$ cat src/rtl/run_ctrl.sv
// run_ctrl: program run sequencer -- holds the core in reset, times its run, and
// muxes the data-memory port between the core (RUN) and the host (otherwise).
module run_ctrl #(
   parameter int unsigned RST_CYCLES = 2,
   parameter logic [15:0] MAX_CYCLES = 16'hFFFF
) (
   input  logic       clk,
   input  logic       reset,
   input  logic       start,
   input  logic       core_done,
   output logic       core_rst,
   input  logic       core_we,
   input  logic [7:0] core_addr,
   input  logic [7:0] core_di,
   input  logic       host_req,
   input  logic       host_we,
   input  logic [7:0] host_addr,
   input  logic [7:0] host_di,
   output logic       host_gnt,
   output logic       dm_we,
   output logic [7:0] dm_addr,
   output logic [7:0] dm_di,
   output logic       busy,
   output logic       finished,
   output logic       timeout,
   output logic [15:0] cycles
);
   typedef enum logic [2:0] {IDLE, RST, RUN, DONE, TMO} state_t;
   state_t      r_state;
   logic [15:0] r_cycles;
   logic [15:0] r_rcnt;
   logic        w_run;
   logic        w_honour;
   logic        w_limit;
   assign w_run    = r_state == RUN;
   // cycles is 0 only in the first RUN cycle, where core_done is not yet valid
   assign w_honour = w_run && r_cycles != 16'd0 && core_done;
   assign w_limit  = r_cycles == MAX_CYCLES - 16'd1;
   always_ff @(posedge clk) begin
      if (reset) begin
         r_state  <= IDLE;
         r_cycles <= '0;
         r_rcnt   <= '0;
      end else begin
         case (r_state)
            IDLE, DONE, TMO: if (start) begin
               r_state  <= RST;
               r_cycles <= '0;
               r_rcnt   <= '0;
            end
            RST: begin
               r_rcnt <= r_rcnt + 16'd1;
               if (r_rcnt == 16'(RST_CYCLES - 1)) r_state <= RUN;
            end
            RUN: begin
               if (r_cycles != 16'hFFFF) r_cycles <= r_cycles + 16'd1;
               if (w_honour) r_state <= DONE;
               else if (w_limit) r_state <= TMO;
            end
            default: r_state <= IDLE;
         endcase
      end
   end
   assign core_rst = !w_run;
   assign busy     = r_state == RST || w_run;
   assign finished = r_state == DONE;
   assign timeout  = r_state == TMO;
   assign cycles   = r_cycles;
   assign host_gnt = w_run ? 1'b0 : host_req;
   assign dm_we    = w_run ? core_we : host_req & host_we;
   assign dm_addr  = w_run ? core_addr : host_addr;
   assign dm_di    = w_run ? core_di : host_di;
endmodule

$ cat config.mk
export PLATFORM = sky130hd
export DESIGN_NAME = run_ctrl
export DESIGN_NICKNAME = d
export VERILOG_FILES = /design/src/rtl/run_ctrl.sv
export SDC_FILE = /design/constraint.sdc
export NUM_CORES = 1
export LEC_CHECK = 0
export CELL_PAD_IN_SITES_DETAIL_PLACEMENT = 1
export CELL_PAD_IN_SITES_GLOBAL_PLACEMENT = 1
export CORE_AREA = 2 2 84 86
export CTS_CLUSTER_SIZE = 30
export DETAILED_ROUTE_END_ITERATION = 6
export DIE_AREA = 0 0 86 88
export PLACE_DENSITY = 0.8
export SYNTH_ARGS = -nofsm -noshare
export SYNTH_HDL_FRONTEND = slang
export SYNTH_SLANG_ARGS = --single-unit
$ cat constraint.sdc
create_clock -name clk -period 3.84 [get_ports clk]
set_clock_uncertainty 0.1 [all_clocks]
set_input_delay 0.768 -clock clk [delete_from_list [all_inputs] [get_ports clk]]
set_output_delay 0.768 -clock clk [all_outputs]
set_load 0.005 [all_outputs]
Word-level counts from Yosys, hierarchy flattened:

Cells that the tools add are included.

* logic and storage cells: 42
* register bits: 35
* output and inout port bits: 38
* input port bits: 39

* $add $sub $neg: 2
* bitwise operators: 1
* mux-type cells: 13
* reductions and logical operators: 12
* eq/ne operators: 11

Operators by type and width (count)
* 16-bit one-hot mux with 2 select lines: 2
* 16-bit by 1-bit adder with 16-bit output, second input constant: 2
* 16-bit two-way mux: 2
* 16-bit by 1-bit == test with 1-bit output, second input constant: 1
* 16-bit == test, second input constant: 1
* 8-bit two-way mux: 2
* 16-bit != test, second input constant: 1
* 16-bit nonzero test: 1
* 3-bit two-way mux: 4
* 3-bit one-hot mux with 3 select lines: 1
* 3-bit by 2-bit == test with 1-bit output, second input constant: 2
* 3-bit AND reduction: 2
* 2-bit != test, second input constant: 2
* 2-bit nonzero test: 2
* 3-bit by 1-bit == test with 1-bit output, second input constant: 1
* 3-bit == test, second input constant: 1
* 3-bit zero test: 1
* 3-bit by 1-bit != test with 1-bit output, second input constant: 1
* 3-bit OR reduction: 1
* 1-bit logical AND: 2
* 1-bit two-way mux: 2
* 2-bit by 1-bit != test with 1-bit output, second input constant: 1
* 2-bit AND reduction: 1
* 1-bit bitwise AND: 1
* 2 further kinds: 2

Longest topological paths before layout:

Gate-level depths: netlist (run 1).

* depth in word-level cells: 5
* depth in mapped cells: 7
* mapped depth without buffers: 7

Worst setup path after synthesis (run 1):

No wires, ideal clock.

* path type: input -> register
* from: input start
* to: register r_cycles[13] (netlist: cycles[13])
* path slack: 1352 ps
* data arrival time: 2317 ps
* setup time: 71 ps
* path buffers: 1
* cell stages on the path: 6
* cell sequence: or3b_4 -> o31a_1 -> buf_6 -> or4_4 -> or3_1 -> a21oi_1

* longest elaborated chain between the ends: 2

RTL lines
* start: declaration: RTL line 9 `input logic start,`
* 2-bit != test (no line)
* 3-bit AND reduction (no line)
* end signal: assignment: RTL line 56 `if (r_cycles != 16'hFFFF) r_cycles <= r_cycles + 16'd1;`
* end: declaration: RTL line 30 `logic [15:0] r_cycles;`

No other way between the ends.
A chain may end at the register's enable or synchronous reset.

Final worst setup path (run 1):

* from: register r_state[2]
* to: output dm_we

* longest elaborated chain between the ends: 2

RTL lines
* start: declaration: RTL line 29 `state_t r_state;`
* start signal: assignment: RTL line 41 `r_state <= IDLE;`
* start signal: assignment: RTL line 47 `r_state <= RST;`
* start signal: assignment: RTL line 53 `if (r_rcnt == 16'(RST_CYCLES - 1)) r_state <= RUN;`
* 3-bit by 2-bit == test with 1-bit output: RTL line 35 `assign w_run = r_state == RUN;`
* 1-bit two-way mux: RTL line 70 `assign dm_we = w_run ? core_we : host_req & host_we;`
* end: declaration: RTL line 20 `output logic dm_we,`

No other way between the ends.

==> reports/metrics.json, run 1 <==
{
  "run_status": {"value": "completed"},
  "hold_ws": {"value": 0.408, "unit": "ns"},
  "combinational_fraction_of_design_power": {"value": 0.471},
  "via_per_inst": {"value": 5.46},
  "ctsResizeCount": {"value": 0},
  "antenna_found_initial": {"value": 0},
  "asyncSetResetFlopFracSynth": {"value": 0},
  "crit_path_cell_trace": {"value": "nor3b_2 -> inv_1 -> nand3_1 -> nand2_1 -> clkdlybuf4s50_1"},
  "dieHeight": {"value": 88, "unit": "µm"},
  "end_kind": {"value": "output pin"},
  "grtUsageTotal": {"value": 0.200},
  "synth_area_per_cell": {"value": 7.22, "unit": "µm²"},
  "clkSinkCount": {"value": 35},
  "grt_setup_unrepaired": {"value": "no"},
  "first_global_vias": {"value": 2402},
  "finalHoldViolCount": {"value": 0},
  "cts-root-buf": {"value": "sky130_fd_sc_hd__clkbuf_8"},
  "sequential_cell_area": {"value": 701, "unit": "µm²"},
  "synth-simple-area-share": {"value": 0.392},
  "post-route-period-util": {"value": 0.785},
  "post_synth_fa_ha_maj_area_fraction": {"value": 0.0287},
  "final_estimated_routing_congestion_in_global_placement": {"value": 0.818},
  "cts_setup_buffers": {"value": 0},
  "antenna_fix_cells": {"value": 0},
  "synthesis.instances": {"value": 302},
  "finalMaxSlewViolations": {"value": 0},
  "syn_to_final_growth": {"value": 42.5, "unit": "%"},
  "multiInputGateArea": {"value": 1370, "unit": "µm²"},
  "postRouteAntennaNets": {"value": 0},
  "synthDominantCellAreaShare": {"value": 0.321},
  "clock_power_share": {"value": 0.235},
  "hold_class": {"value": "flip-flop to flip-flop"},
  "synth.yosys.seq_area_share": {"value": 0.321},
  "p_leak": {"value": 1.11, "unit": "nW"},
  "clock_insertion_delay_worst_skew": {"value": 0.30, "unit": "ns"},
  "sw_pwr": {"value": 0.526, "unit": "mW"},
  "synth_xor_xnor_area_share": {"value": 0.0321},
  "route.detailed.drc": {"value": 0},
  "setup_viol_count_final": {"value": 0},
  "min_period": {"value": 3.02, "unit": "ns"},
  "compound_gate_portion_of_the_synthesized_area": {"value": 0.161},
  "floorplan.initialDensity": {"value": 0.328},
  "post_synth_instance_area": {"value": 2180, "unit": "µm²"},
  "dpl.hpwl": {"value": 5600, "unit": "µm"},
  "cts-htree-levels": {"value": 2},
  "synth.cells.most_frequent": {"value": "sky130_fd_sc_hd__nand2_1, sky130_fd_sc_hd__dfxtp_1, sky130_fd_sc_hd__nor2_1, sky130_fd_sc_hd__a21oi_1"},
  "fin_tns_setup": {"value": 0, "unit": "ns"},
  "fp.dieW": {"value": 86, "unit": "µm"},
  "worst_ir_drop_vdd": {"value": 0.303, "unit": "mV"},
  "maxCapViolCount": {"value": 0},
  "finalWirelength": {"value": 7460, "unit": "µm"},
  "pin_count": {"value": 77},
  "share_of_final_layout_standard_cells_stronger_than_drive_strength_1": {"value": 0.0532},
  "critical_path.max_stage_delay": {"value": 0.51, "unit": "ns"},
  "post_synthesis_mux_area_share": {"value": 0.0149},
  "timing.critical_path.max_delay_family": {"value": "buffers and inverters"},
  "dr.first_iter.drc_count": {"value": 50},
  "timing.critical_path.fanout_max": {"value": 22},
  "num_vias": {"value": 2489},
  "p_seq_frac": {"value": 0.293},
  "fmax": {"value": 332, "unit": "MHz"},
  "numCtsBuffers": {"value": 5},
  "tritoncts": {"value": "yes"},
  "core_area": {"value": 6640, "unit": "µm²"},
  "clk_transition_reported_paths": {"value": 0.07, "unit": "ns"},
  "synth-seq-cells": {"value": 35},
  "cts_buffer_depth": {"value": 2},
  "worst_path_max_delay_cell": {"value": "sky130_fd_sc_hd__dfxtp_1"},
  "routed_wire_length_per_instance": {"value": 16.4, "unit": "µm"},
  "ys_top_cells_by_area": {"value": "sky130_fd_sc_hd__dfxtp_1, sky130_fd_sc_hd__nand2_1, sky130_fd_sc_hd__nor2_1, sky130_fd_sc_hd__a21oi_1, sky130_fd_sc_hd__nand3_1"},
  "p_per_area": {"value": 455, "unit": "nW/µm²"},
  "core.rowCount": {"value": 30},
  "internal-power": {"value": 0.887, "unit": "mW"},
  "wire_length_of_the_first_global_routing_pass": {"value": 12000, "unit": "µm"},
  "synth.lib_cells_used.distinct": {"value": 49},
  "critPathRequiredTime": {"value": 2.97, "unit": "ns"},
  "maximum_number_of_pins_on_one_net_before_global_route_repair": {"value": 23},
  "yosys.cell_count.top_type": {"value": "sky130_fd_sc_hd__nand2_1"},
  "fin_nets": {"value": 420},
  "floorplan.die_area": {"value": 7570, "unit": "µm²"},
  "switching_share": {"value": 0.372},
  "cp_num_buf_inv": {"value": 2},
  "cp_data_arrival_time": {"value": 2.15, "unit": "ns"},
  "synthesis.yosys.warnings": {"value": 0},
  "ys_dominant_reg_cell": {"value": "sky130_fd_sc_hd__dfxtp_1"},
  "mapped_nets": {"value": 346},
  "measured_slew_at_the_worst_slew_check_pin": {"value": 0.770, "unit": "ns"},
  "drt-pass1-iter-count": {"value": 4},
  "post_cts_hold_buffer_count": {"value": 0},
  "number_of_synthesized_flops_with_an_enable_pin": {"value": 0},
  "start_kind": {"value": "flip-flop"},
  "layout.filler_cells": {"value": 824},
  "criticalPathCategory": {"value": "flip-flop to output pin"},
  "synth_top_family_by_area": {"value": "simple AND/OR/NAND/NOR gates"},
  "synth_area_leader_cell": {"value": "sky130_fd_sc_hd__dfxtp_1"},
  "max_slew_margin": {"value": 0.484},
  "grt.overflow.total": {"value": 0},
  "port-buffer-count": {"value": 76}
}
[tightest hold or removal path: stages, from the launching register on]
cell	delay, ns
sky130_fd_sc_hd__dfxtp_1	0.33
sky130_fd_sc_hd__nand3_1	0.07
sky130_fd_sc_hd__a21oi_1	0.06
[routing by layer]
metal | vias up | part of all wire | GRT usage
met2 | 32 | 0.52 | 0.348
met3 | 6 | 0.025 | 0.0462
met5 | - | 0 | 0
met1 | 1223 | 0.45 | 0.251
li1 | 1228 | - | -
met4 | 0 | 0.0084 | 0.0462
[final timing paths]
| path | from | end | slack [ns] | cells past startpoint |
|---|---|---|---|---|
| max | r_state[2] | dm_we | 0.82 | 5 |
| min reg2reg | r_rcnt[15] | r_rcnt[15] | 0.41 | 2 |
| max reg2reg | r_state[2] | cycles[6] | 1.29 | 6 |
| min | r_rcnt[15] | r_rcnt[15] | 0.41 | 2 |
[sequential cells by signal (all words and copies together), names as in the netlist]
register / cells
r_rcnt: 16
cycles: 16
r_state: 3
[layout make-up]
type	count	share of cell area
sequential	35	0.226
inverter	13	0.0157
clock buffer	6	0.0234
tap	80	0.0322
multi-input combinational	242	0.441
timing repair buffer	79	0.252
clock inverter	1	0.00967
[cells in the final DEF (no fill, tap or decap), types with 2 or more instances in the layout]
cell type and instances:
sky130_fd_sc_hd__clkdlybuf4s50_1 76, sky130_fd_sc_hd__nand2_1 73, sky130_fd_sc_hd__dfxtp_1 35, sky130_fd_sc_hd__nor2_1 27, sky130_fd_sc_hd__a21oi_1 18, sky130_fd_sc_hd__inv_1 13
sky130_fd_sc_hd__nand3_1 13, sky130_fd_sc_hd__nand4_1 10, sky130_fd_sc_hd__nor4_1 9, sky130_fd_sc_hd__nor3_1 8, sky130_fd_sc_hd__o21ai_0 7, sky130_fd_sc_hd__or3_1 6
sky130_fd_sc_hd__o31ai_1 6, sky130_fd_sc_hd__xnor2_1 5, sky130_fd_sc_hd__a211oi_1 5, sky130_fd_sc_hd__ha_1 5, sky130_fd_sc_hd__clkbuf_8 5, sky130_fd_sc_hd__and2_1 4
sky130_fd_sc_hd__and3_1 4, sky130_fd_sc_hd__a31oi_1 4, sky130_fd_sc_hd__xor2_1 3, sky130_fd_sc_hd__buf_4 3, sky130_fd_sc_hd__and4_1 2, sky130_fd_sc_hd__a311oi_1 2
sky130_fd_sc_hd__mux2_2 2, sky130_fd_sc_hd__nor4b_1 2, sky130_fd_sc_hd__a41oi_1 2, sky130_fd_sc_hd__nand3b_1 2, sky130_fd_sc_hd__a31o_2 2
[power by group through the flow]
stage	sequential, mW	clock, mW	combinational [mW]
global route	0.416	0.359	0.734
global placement	0.419	0	0.651
floorplan	0.405	0	0.367
detailed placement	0.421	0	0.669
CTS	0.413	0.339	0.675
finish	0.414	0.333	0.666
[logic make-up after synthesis]
logic type / count (synthesis)
compound gates: 54
xor+xnor: 8
fa+ha+maj: 5
buf+inv: 25
flops: 35
mux: 3
simple gates: 172
[metrics by stage]
stage	std cells	setup slack (ns)	util	instance area [µm²]	power [mW]
finish	456	0.825	0.467	3110	1.41
global route	456	0.631	0.467	3110	1.51
CTS	456	0.785	0.467	3110	1.43
detailed placement	449	0.638	0.452	3000	1.09
global placement	449	0.693	0.452	3000	1.07
floorplan	302	1.35	-	2180	0.772
(Power assumes the default switching activity.)
==> run 2: changes to the inputs <==
CORE_AREA = 2 2 87 89   (was 2 2 84 86)
DIE_AREA = 0 0 89 91   (was 0 0 86 88)
PLACE_DENSITY = 0.75   (was 0.8)
clock period = 3.1 ns   (was 3.84 ns; I/O delays follow)
==> run 2 against run 1 <==
  * Cell count grew 5.9%
  * Sequential share of layout area decreased by 0.52 points
  * Count of clock-buffer cells in the layout increased by 2
  * Sequential power increased by 24%
  * Die area grew 7.0%
  * Critical path depth fell by 2
  * First-iteration DRC count increased by 74%
  * Utilization decreased by 2.2 points
==> reports/metrics.json, run 2 (synthesized netlist as in run 1, its figures left out) <==
{
  "run_status": {"value": "completed"},
  "final_estimated_routing_congestion_in_global_placement": {"value": 0.794, "change": "-2.9%"},
  "pin_count": {"value": 77, "change": "unchanged"},
  "postRouteAntennaNets": {"value": 0, "change": "unchanged"},
  "clk_transition_reported_paths": {"value": 0.07, "unit": "ns", "change": "about the same"},
  "p_leak": {"value": 1.14, "unit": "nW", "change": "+3.0%"},
  "min-delay-start": {"value": "r_rcnt[15]"},
  "finalMaxSlewViolations": {"value": 0, "change": "unchanged"},
  "finalWirelength": {"value": 7550, "unit": "µm", "change": "+1.2%"},
  "setup_viol_count_final": {"value": 0, "change": "unchanged"},
  "first_global_vias": {"value": 2569, "change": "+7.0%"},
  "maxCapViolCount": {"value": 0, "change": "unchanged"},
  "min_period": {"value": 2.74, "unit": "ns"},
  "cts-root-buf": {"value": "sky130_fd_sc_hd__clkbuf_8"},
  "antenna_fix_cells": {"value": 0, "change": "unchanged"},
  "end_kind": {"value": "output pin"},
  "routed_wire_length_per_instance": {"value": 15.6, "unit": "µm", "change": "-4.5%"},
  "clkSinkCount": {"value": 35, "change": "unchanged"},
  "layout.cells.most_common": {"value": "sky130_fd_sc_hd__clkdlybuf4s50_1"},
  "post_cts_hold_buffer_count": {"value": 0, "change": "unchanged"},
  "core.rowCount": {"value": 31, "change": "+3.3%"},
  "grt.overflow.total": {"value": 0, "change": "unchanged"},
  "critical_path.max_stage_delay": {"value": 0.65, "unit": "ns", "change": "+0.14 ns"},
  "drt-pass1-iter-count": {"value": 4, "change": "unchanged"},
  "wl_met2": {"value": 3910, "unit": "µm", "change": "+1.3%"},
  "layout_common_cells": {"value": "sky130_fd_sc_hd__clkdlybuf4s50_1, sky130_fd_sc_hd__nand2_1, sky130_fd_sc_hd__dfxtp_1, sky130_fd_sc_hd__nor2_1, sky130_fd_sc_hd__a21oi_1"},
  "dpl.hpwl": {"value": 5730, "unit": "µm", "change": "+2.4%"},
  "crit-reg2reg-capture": {"value": "r_rcnt[12]"},
  "fin_tns_setup": {"value": 0, "unit": "ns", "change": "unchanged"},
  "layout.filler_cells": {"value": 933, "change": "+13%"},
  "timing.critical_path.max_delay_family": {"value": "simple AND/OR/NAND/NOR gates"},
  "wl_met3": {"value": 146, "unit": "µm", "change": "-23%"},
  "r2r_setup_slack": {"value": 0.63, "unit": "ns", "change": "-0.66 ns"},
  "dr.first_iter.drc_count": {"value": 87, "change": "+74%"},
  "criticalPathCategory": {"value": "flip-flop to output pin"},
  "cp_data_arrival_time": {"value": 2.02, "unit": "ns", "change": "-0.13 ns"},
  "finalHoldViolCount": {"value": 0, "change": "unchanged"},
  "num_vias": {"value": 2468, "change": "-0.84%"},
  "crit_path_cell_trace": {"value": "or3b_2 -> nand2_1 -> clkdlybuf4s50_1"},
  "hold-path-cell-count": {"value": 2, "change": "unchanged"},
  "floorplan.die_area": {"value": 8100, "unit": "µm²", "change": "+7.0%"},
  "ctsResizeCount": {"value": 0, "change": "unchanged"},
  "cts-htree-levels": {"value": 2, "change": "unchanged"},
  "critPathRequiredTime": {"value": 2.38, "unit": "ns", "change": "-0.59 ns"},
  "fmax": {"value": 365, "unit": "MHz"},
  "cp_num_buf_inv": {"value": 1, "change": "-1"},
  "grt_setup_unrepaired": {"value": "no"},
  "route.detailed.drc": {"value": 0, "change": "unchanged"},
  "r2r_startpoint": {"value": "r_state[0]"},
  "top_layer_used_by_detailed_routing": {"value": "met4"},
  "via_per_inst": {"value": 5.11, "change": "-6.4%"},
  "util_after_layout": {"value": 0.445, "change": "-0.0219"},
  "post-route-period-util": {"value": 0.883},
  "start_kind": {"value": "flip-flop"},
  "max_slew_margin": {"value": 0.548, "change": "+0.0648"},
  "cts_buffer_depth": {"value": 2, "change": "unchanged"},
  "worst_path_max_delay_cell": {"value": "sky130_fd_sc_hd__or3b_2"},
  "tritoncts": {"value": "yes"},
  "floorplan.initialDensity": {"value": 0.305, "change": "-0.0227"},
  "fp.dieW": {"value": 89, "unit": "µm", "change": "+3.5%"},
  "antenna_found_initial": {"value": 0, "change": "unchanged"},
  "worst_ir_drop_vdd": {"value": 0.156, "unit": "mV", "change": "-48%"},
  "dieHeight": {"value": 91, "unit": "µm", "change": "+3.4%"},
  "measured_slew_at_the_worst_slew_check_pin": {"value": 0.672, "unit": "ns", "change": "-0.0972 ns"},
  "reg2regPathDepth": {"value": 5, "change": "-1"},
  "maximum_number_of_pins_on_one_net_before_global_route_repair": {"value": 23, "change": "unchanged"},
  "port-buffer-count": {"value": 76, "change": "unchanged"},
  "fin_nets": {"value": 427, "change": "+1.7%"},
  "numCtsBuffers": {"value": 5, "change": "unchanged"},
  "wire_length_of_the_first_global_routing_pass": {"value": 12600, "unit": "µm", "change": "+5.3%"},
  "worstHoldEndpoint": {"value": "r_rcnt[15]"},
  "timing.critical_path.fanout_max": {"value": 13, "change": "-41%"},
  "core_area": {"value": 7140, "unit": "µm²", "change": "+7.4%"},
  "grtUsageTotal": {"value": 0.192, "change": "-0.00747"},
  "share_of_final_layout_standard_cells_stronger_than_drive_strength_1": {"value": 0.0729, "change": "+0.0197"},
  "hold_class": {"value": "flip-flop to flip-flop"},
  "p_per_area": {"value": 552, "unit": "nW/µm²", "change": "+21%"},
  "clock_insertion_delay_worst_skew": {"value": 0.29, "unit": "ns", "change": "about the same"},
  "routedLengthMet1": {"value": 3420, "unit": "µm", "change": "+1.9%"},
  "cts_setup_buffers": {"value": 0, "change": "unchanged"},
  "syn_to_final_growth": {"value": 45.9, "unit": "%"}
}
-- run 2: stage by stage --
stage	area, µm²	instances	hold slack [ns]	worst slack (ns)	power, mW
3_3_place_gp	3080	475	0.375	0.294	1.38
5_1_grt	3180	483	0.439	0.249	1.88
2_1_floorplan	2180	302	0.352	0.760	0.957
6_report	3180	483	0.400	0.364	1.76
3_5_place_dp	3080	475	0.386	0.254	1.40
4_1_cts	3180	483	0.400	0.350	1.77
-- run 2: worst max-delay path by stage --
stage               cells after the start        from  slack, ns    endpoint
floorplan                               6       start       0.76  cycles[13]
global placement                        6       start       0.29  cycles[13]
detailed placement                      6       start       0.25  cycles[13]
CTS                                     3  r_state[0]       0.35        busy
global route                            5  r_state[1]       0.25    dm_di[7]
finish                                  3  r_state[0]       0.36        busy
-- run 2: final cells by class --
cell class | instances | area [µm²] | share of cell area
multi-input cells | 242 | 1370 | 0.431
repair buffers | 86 | 836 | 0.263
flip-flops and latches | 35 | 701 | 0.220
well taps | 99 | 124 | 0.0390
clock buffers | 8 | 100 | 0.0315
inverters | 13 | 48.8 | 0.0153
-- run 2: per-layer routing --
layer	up-vias	track usage
li1	1240	-
met1	1187	0.250
met2	30	0.331
met3	11	0.0300
met4	0	0.0435
met5	-	0
-- run 2: power breakdown --
group	total (mW)	switching, mW	leakage (nW)	internal [mW]
registers	0.512	0.0411	0.283	0.471
logic	0.867	0.440	0.807	0.427
clock network	0.377	0.174	0.0515	0.203
-- run 2: worst register-to-register path, stage by stage (launching register included) --
cell and delay, ns:
sky130_fd_sc_hd__dfxtp_1 0.46, sky130_fd_sc_hd__or3b_2 0.65, sky130_fd_sc_hd__nor4_1 0.63, sky130_fd_sc_hd__nand4_1 0.20, sky130_fd_sc_hd__mux2_2 0.30, sky130_fd_sc_hd__nor2_1 0.08
